### src/rtl/pipe_stall_ctrl_pkg.sv
// Shared types and constants for the pipeline stall/flush controller.
package pipe_stall_ctrl_pkg;

  localparam int unsigned CNT_W = 16;
  localparam logic [CNT_W-1:0] CNT_SAT = 16'hFFFF;

  typedef enum logic [1:0] {
    RUN    = 2'b00,
    DRAIN  = 2'b01,
    HALTED = 2'b10
  } state_e;

endpackage : pipe_stall_ctrl_pkg

### src/rtl/pipe_stall_ctrl_if.sv
// Event inputs and per-stage controls between hazard logic and the stall controller.
interface pipe_stall_ctrl_if;
  import pipe_stall_ctrl_pkg::*;

  logic             stallFD;
  logic             branch_takenD;
  logic             haltD;
  logic             haltW;
  logic             icache_miss;
  logic             dcache_miss;
  logic             pc_we;
  logic             fd_we;
  logic             fd_flush;
  logic             dx_we;
  logic             dx_flush;
  logic             xm_we;
  logic             mw_we;
  logic             halted;
  logic [CNT_W-1:0] stall_cycles;

  // Event source side (hazard unit, caches, decode/WB).
  modport master (
    output stallFD, branch_takenD, haltD, haltW, icache_miss, dcache_miss,
    input  pc_we, fd_we, fd_flush, dx_we, dx_flush, xm_we, mw_we, halted, stall_cycles
  );

  // Controller side.
  modport slave (
    input  stallFD, branch_takenD, haltD, haltW, icache_miss, dcache_miss,
    output pc_we, fd_we, fd_flush, dx_we, dx_flush, xm_we, mw_we, halted, stall_cycles
  );

endinterface : pipe_stall_ctrl_if

### src/rtl/pipe_stall_ctrl_sat_counter.sv
// Saturating up-counter with synchronous clear.
module sat_counter
  import pipe_stall_ctrl_pkg::*;
(
  input  logic             clk,
  input  logic             rst,
  input  logic             inc_i,
  input  logic             clr_i,
  output logic [CNT_W-1:0] count_o
);

  logic [CNT_W-1:0] count_q;
  logic [CNT_W-1:0] count_d;

  // Next count: clear wins, otherwise increment until the ceiling.
  always_comb begin
    count_d = count_q;
    if (clr_i) begin
      count_d = '0;
    end else if (inc_i && (count_q != CNT_SAT)) begin
      count_d = count_q + CNT_W'(1);
    end
  end

  // Count register.
  always_ff @(posedge clk) begin
    if (rst) begin
      count_q <= '0;
    end else begin
      count_q <= count_d;
    end
  end

  assign count_o = count_q;

endmodule : sat_counter

### src/rtl/pipe_stall_ctrl.sv
// Converts stall/branch/miss/halt events into PC and pipeline register enables and flushes,
// runs the halt-drain sequence and counts fetch-stall cycles.
module pipe_stall_ctrl
  import pipe_stall_ctrl_pkg::*;
(
  input  logic              clk,
  input  logic              rst,
  pipe_stall_ctrl_if.slave  bus
);

  state_e state_q;
  state_e state_d;
  logic   halted_q;

  logic pc_we_c;
  logic fd_we_c;
  logic fd_flush_c;
  logic dx_we_c;
  logic dx_flush_c;
  logic xm_we_c;
  logic mw_we_c;
  logic cnt_inc_c;

  // State and halted flag registers; halted tracks entry into HALTED.
  always_ff @(posedge clk) begin
    if (rst) begin
      state_q  <= RUN;
      halted_q <= 1'b0;
    end else begin
      state_q  <= state_d;
      halted_q <= (state_d == HALTED);
    end
  end

  // Next state and Mealy stage controls.
  always_comb begin
    state_d    = state_q;
    pc_we_c    = 1'b1;
    fd_we_c    = 1'b1;
    fd_flush_c = 1'b0;
    dx_we_c    = 1'b1;
    dx_flush_c = 1'b0;
    xm_we_c    = 1'b1;
    mw_we_c    = 1'b1;

    unique case (state_q)
      RUN: begin
        if (bus.dcache_miss) begin
          pc_we_c = 1'b0;
          fd_we_c = 1'b0;
          dx_we_c = 1'b0;
          xm_we_c = 1'b0;
          mw_we_c = 1'b0;
        end else if (bus.stallFD) begin
          pc_we_c    = 1'b0;
          fd_we_c    = 1'b0;
          dx_flush_c = 1'b1;
        end else if (bus.branch_takenD) begin
          fd_flush_c = 1'b1;
        end else if (bus.icache_miss) begin
          pc_we_c    = 1'b0;
          fd_flush_c = 1'b1;
        end
        if (bus.haltD && !bus.dcache_miss && !bus.stallFD) begin
          state_d = DRAIN;
        end
      end

      DRAIN: begin
        if (bus.dcache_miss) begin
          pc_we_c = 1'b0;
          fd_we_c = 1'b0;
          dx_we_c = 1'b0;
          xm_we_c = 1'b0;
          mw_we_c = 1'b0;
        end else begin
          pc_we_c    = 1'b0;
          fd_flush_c = 1'b1;
        end
        if (bus.haltW && !bus.dcache_miss) begin
          state_d = HALTED;
        end
      end

      HALTED: begin
        pc_we_c = 1'b0;
        fd_we_c = 1'b0;
        dx_we_c = 1'b0;
        xm_we_c = 1'b0;
        mw_we_c = 1'b0;
      end

      default: begin
        state_d = RUN;
      end
    endcase
  end

  // Any RUN cycle that holds the PC counts as a stall cycle.
  assign cnt_inc_c = (state_q == RUN) && !pc_we_c;

  sat_counter u_stall_cnt (
    .clk     (clk),
    .rst     (rst),
    .inc_i   (cnt_inc_c),
    .clr_i   (1'b0),
    .count_o (bus.stall_cycles)
  );

  assign bus.pc_we    = pc_we_c;
  assign bus.fd_we    = fd_we_c;
  assign bus.fd_flush = fd_flush_c;
  assign bus.dx_we    = dx_we_c;
  assign bus.dx_flush = dx_flush_c;
  assign bus.xm_we    = xm_we_c;
  assign bus.mw_we    = mw_we_c;
  assign bus.halted   = halted_q;

endmodule : pipe_stall_ctrl

### src/flat_wrapper.sv
// flat-port wrapper written by rule: the top's interface ports become plain ports
module pipe_stall_ctrl_flat import pipe_stall_ctrl_pkg::*;
  (clk, rst, bus_stallFD, bus_branch_takenD, bus_haltD, bus_haltW, bus_icache_miss, bus_dcache_miss, bus_pc_we, bus_fd_we, bus_fd_flush, bus_dx_we, bus_dx_flush, bus_xm_we, bus_mw_we, bus_halted, bus_stall_cycles);
  pipe_stall_ctrl_if bus_i ();
  input  logic clk;
  input  logic rst;
  input wire logic [$bits(bus_i.stallFD)-1:0] bus_stallFD;
  input wire logic [$bits(bus_i.branch_takenD)-1:0] bus_branch_takenD;
  input wire logic [$bits(bus_i.haltD)-1:0] bus_haltD;
  input wire logic [$bits(bus_i.haltW)-1:0] bus_haltW;
  input wire logic [$bits(bus_i.icache_miss)-1:0] bus_icache_miss;
  input wire logic [$bits(bus_i.dcache_miss)-1:0] bus_dcache_miss;
  output wire logic [$bits(bus_i.pc_we)-1:0] bus_pc_we;
  output wire logic [$bits(bus_i.fd_we)-1:0] bus_fd_we;
  output wire logic [$bits(bus_i.fd_flush)-1:0] bus_fd_flush;
  output wire logic [$bits(bus_i.dx_we)-1:0] bus_dx_we;
  output wire logic [$bits(bus_i.dx_flush)-1:0] bus_dx_flush;
  output wire logic [$bits(bus_i.xm_we)-1:0] bus_xm_we;
  output wire logic [$bits(bus_i.mw_we)-1:0] bus_mw_we;
  output wire logic [$bits(bus_i.halted)-1:0] bus_halted;
  output wire logic [$bits(bus_i.stall_cycles)-1:0] bus_stall_cycles;
  assign bus_i.stallFD = bus_stallFD;
  assign bus_i.branch_takenD = bus_branch_takenD;
  assign bus_i.haltD = bus_haltD;
  assign bus_i.haltW = bus_haltW;
  assign bus_i.icache_miss = bus_icache_miss;
  assign bus_i.dcache_miss = bus_dcache_miss;
  assign bus_pc_we = bus_i.pc_we;
  assign bus_fd_we = bus_i.fd_we;
  assign bus_fd_flush = bus_i.fd_flush;
  assign bus_dx_we = bus_i.dx_we;
  assign bus_dx_flush = bus_i.dx_flush;
  assign bus_xm_we = bus_i.xm_we;
  assign bus_mw_we = bus_i.mw_we;
  assign bus_halted = bus_i.halted;
  assign bus_stall_cycles = bus_i.stall_cycles;
  pipe_stall_ctrl u_core (.clk(clk), .rst(rst), .bus(bus_i));
endmodule
### config.mk
export PLATFORM = sky130hd
export DESIGN_NAME = pipe_stall_ctrl_flat
export DESIGN_NICKNAME = d
export VERILOG_FILES = /design/src/rtl/pipe_stall_ctrl_pkg.sv /design/src/rtl/pipe_stall_ctrl_if.sv /design/src/rtl/pipe_stall_ctrl_sat_counter.sv /design/src/rtl/pipe_stall_ctrl.sv /design/src/flat_wrapper.sv
export SDC_FILE = /design/constraint.sdc
export NUM_CORES = 1
export LEC_CHECK = 0
export ABC_AREA = 1
export BUFFER_PORTS_ARGS = -buffer_cell sky130_fd_sc_hd__buf_2
export CELL_PAD_IN_SITES_DETAIL_PLACEMENT = 0
export CELL_PAD_IN_SITES_GLOBAL_PLACEMENT = 2
export CORE_UTILIZATION = 29
export DETAILED_ROUTE_END_ITERATION = 8
export PLACE_DENSITY = 0.86
export SETUP_SLACK_MARGIN = 0.3
export SYNTH_ARGS = -nofsm -noshare
export SYNTH_HDL_FRONTEND = slang
export SYNTH_SLANG_ARGS = --single-unit
### constraint.sdc
create_clock -name clk -period 2.9 [get_ports clk]
set_clock_uncertainty 0.15 [all_clocks]
set_input_delay 0.725 -clock clk [delete_from_list [all_inputs] [get_ports clk]]
set_output_delay 0.725 -clock clk [all_outputs]
set_load 0.03 [all_outputs]
# Word level (Yosys, flattened, before mapping)
# Cells that the tools add are included.
# totals
reg_bits	19
out_inout_bits	24
inputBits	8
# classes
n_mux	21
add_sub_neg	1
eq_ne	4
reduce_logical	11
# ops
operator	count
16-bit by 1-bit adder with 16-bit output, second input constant	1
16-bit != test, second input constant	1
1-bit 2-to-1 mux	14
1-bit one-hot mux with 2 select lines	3
2-bit one-hot mux with 3 select lines	1
1-bit logical AND	5
2-bit == test, second input constant	2
2-bit 2-to-1 mux	2
2-bit OR reduction	2
1-bit logical NOT	3
1-bit one-hot mux with 3 select lines	1
2-bit by 1-bit == test with 1-bit output, second input constant	1
2-bit logical NOT	1

# Logic depth before layout (Yosys ltp)
# depth
word_depth	8
depth_mapped	9

# Modules after synthesis
# From an unflattened synthesis, not the netlist that was laid out.
# hier_totals
hier_cells	208
area_unflattened_um2	1331.3
# modules_own_cells
mod	cells_per_inst	seq_area_each_um2	area_each_um2	n_inst
sat_counter	156	320.3	1004.7	1
pipe_stall_ctrl	52	60.1	326.6	1

# Worst setup path after synthesis
# Ideal clock, no wire load.
# synth_timing
path_kind	in2out
startpoint	in bus_dcache_miss
endpoint	out bus_mw_we
required_ps	2025
stages	2
setup_slack_ps	204
t_arrival_ps	1821
path_cell_list	o21ai_0 > buf_4
# synth_between
elab_chain_cells	2
# synth_rtl
element	line	rtl
start: declaration	flat_wrapper.sv:12	input wire logic [$bits(bus_i.dcache_miss)-1:0] bus_dcache_miss;
1-bit 2-to-1 mux	pipe_stall_ctrl.sv:48, pipe_stall_ctrl.sv:70	
1-bit one-hot mux with 2 select lines	pipe_stall_ctrl.sv:46	unique case (state_q)
end: declaration	flat_wrapper.sv:19	output wire logic [$bits(bus_i.mw_we)-1:0] bus_mw_we;
# No other way between the ends.

# Worst setup path after layout
# layout_timing
startpoint	reg u_core.state_q[1]
endpoint	out bus_fd_flush
# layout_between
elab_chain_cells	2
elab_cells_between_ends	3
classes_between	eq/ne: 1; mux: 1; reduce/logical: 1
# layout_rtl
element	line	rtl
start: declaration	pipe_stall_ctrl.sv:11	state_e state_q;
start signal: assignment	pipe_stall_ctrl.sv:30	state_q <= state_d;
2-bit by 1-bit == test with 1-bit output / 2-bit logical NOT (equally long branches)	pipe_stall_ctrl.sv:46	
1-bit one-hot mux with 2 select lines (*)	pipe_stall_ctrl.sv:46	
end: declaration	flat_wrapper.sv:15	output wire logic [$bits(bus_i.fd_flush)-1:0] bus_fd_flush;
# Mark *: on every way between the ends. The rest lies on a longest branch, timed or not.

==> impl_metrics.yaml <==
outcome:
  outcome: "finished clean"
power_and_ir_drop:
  sw_frac_of_total_pct: 36.6
  p_int_uw: 433
  sequentialPowerShare_pct: 43.0
  clkPwrFrac_pct: 27.5
  p_leak_uw: 0.000634
  p_sw_uw: 250
  irDropWorstVdd_mv: 0.245
  p_per_area_nw_per_um2: 452
  power.total_uw: 684
  power_frac_comb_pct: 29.5
global_route:
  grt_usage_pct: 14.8
  grt_max_degree: 17
  grt_pass1_wl_mm: 5.06
  grt_remaining_overflow: 0
  antenna_found_initial: 0
  grt_pass1_vias: 1106
place:
  placed_cells: 275
  dpl.hpwl_mm: 2.34
  io_buffer_count: 31
  gp_congestion: 0.747
synth:
  syn_area_sq_um: 1280
  synth_top_family_by_area: "simple AND/OR/NAND/NOR gates"
  ys_seq_area_share_pct: 29.6
  synth_compound_area_share_pct: 11.7
  syn_inst: 199
  synthAdderAreaFrac_pct: 5.85
  synth-xor-area-share_pct: 4.09
  yosys.area_share.simple_pct: 39.6
  yosysWarnings: 0
  synthMuxAreaShare_pct: 0
  avgSynthCellArea_sq_um: 6.45
  ys_ff_latch: 19
  syn_nets: 213
  synth_cell_types: 25
timing:
  final-max-slew-violation-count: 0
  holdWs_ns: 0.381
  finalSetupTns_ns: 0
  rsz0062_at_grt: "false"
  final_hold_viol_count: 0
  fin_crit_ns: 2.47
  fmax_ghz: 0.405
  finalSetupViolCount: 0
  relSlewSlack_pct: 58.5
  tightest_slew_ns: 0.623
  period_share_pct: 85.2
floorplan:
  coreArea_sq_um: 4120
  die_h_um: 68.5
  die_w_um: 68.5
  std_cell_rows: 23
  start_util_pct: 31.2
  die-area_sq_um: 4700
  io_pins: 32
cts:
  cts-resized-gates: 0
  cts-root-buf: "clkbuf_8"
  cts_tree: "built"
  clk_latency_ns: 0.26
  clockBufferDepth: 2
  cts_hold_buf: 0
  clkSinkCount: 19
  post-cts-setup-buffers: 0
  clk_pin_slew_worst_paths_ns: 0.07
  htree_levels: 1
  numCtsBuffers: 3
critical_path:
  cp_top_family: "flip-flops"
  worstPathCellList: "inv_1 -> ha_1 -> o211ai_1 -> a21oi_1 -> buf_2"
  cpMaxStageDelayCell: "dfxtp_1"
  crit_buf_inv: 2
  critPathLaunchType: "register"
  setup.worst_path.end_class: "output pin"
  cp_max_fo: 8
  critPathKind: "reg2out"
  slowest_delay_ns: 0.37
  crit_required_ns: 2.03
  crit_arrival_ns: 1.60
routing:
  vias: 1263
  wirelength_mm: 3.09
  drc: 0
  drt_iter0_markers: 56
  drt-pass1-iter-count: 4
  wl_per_cell_um: 11.1
  avgViaCountPerCell: 4.53
  antenna_left: 0
final_layout:
  drive_gt1_share_pct: 22.3
  fin_cells: 279
  nets: 244
  final_util_pct: 36.7
  nFillCells: 481
  diodes: 0
  area_growth_pct: 17.7
min_path:
  hold_class: "reg2reg"
flow_run:
  maxCapViolCount: 0
[final timing paths]
path                                                     start                              to  slack, ns  cells after the start
worst min register to register  u_core.u_stall_cnt.count_o[13]  u_core.u_stall_cnt.count_o[13]       0.38                      2
worst max-delay path                         u_core.state_q[1]                    bus_fd_flush       0.43                      5
worst max register to register   u_core.u_stall_cnt.count_o[0]   u_core.u_stall_cnt.count_o[7]       0.84                      7
worst min-delay path            u_core.u_stall_cnt.count_o[13]  u_core.u_stall_cnt.count_o[13]       0.38                      2
[cells in the final DEF, fill, tap and decap left out, types with 2 or more instances in the layout]
master     n
a21oi_1    9
a21oi_2    5
buf_2     31
clkbuf_8   3
dfxtp_1   19
ha_1       6
inv_1     20
nand2_1   58
nand2_2    5
nand3_1   13
nand4_1    5
nor2_1    30
nor2_2     3
o21ai_0    5
o21ai_2    2
xnor2_1    3
xor2_1     3
[through the flow]
stage	area, sq um	setup WS, ns
after detailed placement	1470	0.513
after CTS	1510	0.437
after global placement	1470	0.519
after floorplan	1280	0.502
final	1510	0.430
after global routing	1510	0.330
[flip-flops by register name (all words and copies together), names as in the netlist]
| register | count |
|---|---|
| u_core.u_stall_cnt.count_o | 16 |
| u_core.bus.halted | 1 |
| u_core.state_q | 2 |
[cell type report]
class	instances	area (sq um)	share of cell area [%]
Multi-Input combinational cell	154	786	52.0
Sequential cell	19	380	25.2
Timing Repair Buffer	32	163	10.8
Inverter	20	75.1	4.97
Tap cell	50	62.6	4.14
Clock buffer	4	45.0	2.98
[power groups by stage]
stage                     Sequential (uW)  Clock, uW  Combinational, uW
after floorplan                       318          0                139
after global placement                300          0                205
after detailed placement              300          0                204
after CTS                             294        195                204
after global routing                  297        205                229
final                                 294        188                202
[worst min-delay path: stages, from the launching register on]
cell and delay, ns:
dfxtp_1 0.35, nand2_1 0.09, a21oi_2 0.05
[synthesized netlist by cell type]
| library cell | n | area, sq um |
|---|---|---|
| nor3b_1 | 1 | 7.51 |
| nor2_1 | 30 | 113 |
| xnor2_1 | 3 | 26.3 |
| o21ai_0 | 6 | 30.0 |
| dfxtp_1 | 19 | 380 |
| buf_1 | 1 | 3.75 |
| nand3_1 | 13 | 65.1 |
| ha_1 | 6 | 75.1 |
| nand3b_1 | 1 | 7.51 |
| o21ai_2 | 2 | 17.5 |
| o22ai_1 | 1 | 6.26 |
| a21oi_2 | 5 | 43.8 |
| nand4_1 | 5 | 31.3 |
| xor2_1 | 3 | 26.3 |
| a21oi_1 | 9 | 45.0 |
| nand2_1 | 58 | 218 |
| nor2_2 | 3 | 18.8 |
| o211ai_1 | 1 | 7.51 |
| nand2_2 | 5 | 31.3 |
| inv_1 | 20 | 75.1 |
| buf_4 | 3 | 22.5 |
| nor3_1 | 1 | 5.00 |
| clkbuf_2 | 1 | 5.00 |
| nor2_4 | 1 | 11.3 |
| buf_6 | 1 | 11.3 |
[cell families (layout without fill, tap and decap cells)]
kind of cell             Yosys count  after routing
flip-flops                        19             19
XOR/XNOR                           6              6
AND/OR/NAND/NOR                  118            118
AO/OA/AOI/OAI                     24             24
buffers and inverters             26             56
adder cells (fa/ha/maj)            6              6
[per-layer routing]
layer  share of wire, %  wire length, um  up-vias  global-route usage [%]
li1                   -                -      688                       -
met1                 55             1700      554                    20.4
met2                 41             1260       19                    22.9
met3                3.5              109        2                    3.95
met4               0.65               20        0                    3.13
met5                  0                0        -                       0
No activity file was read; power rests on OpenSTA's default activity.
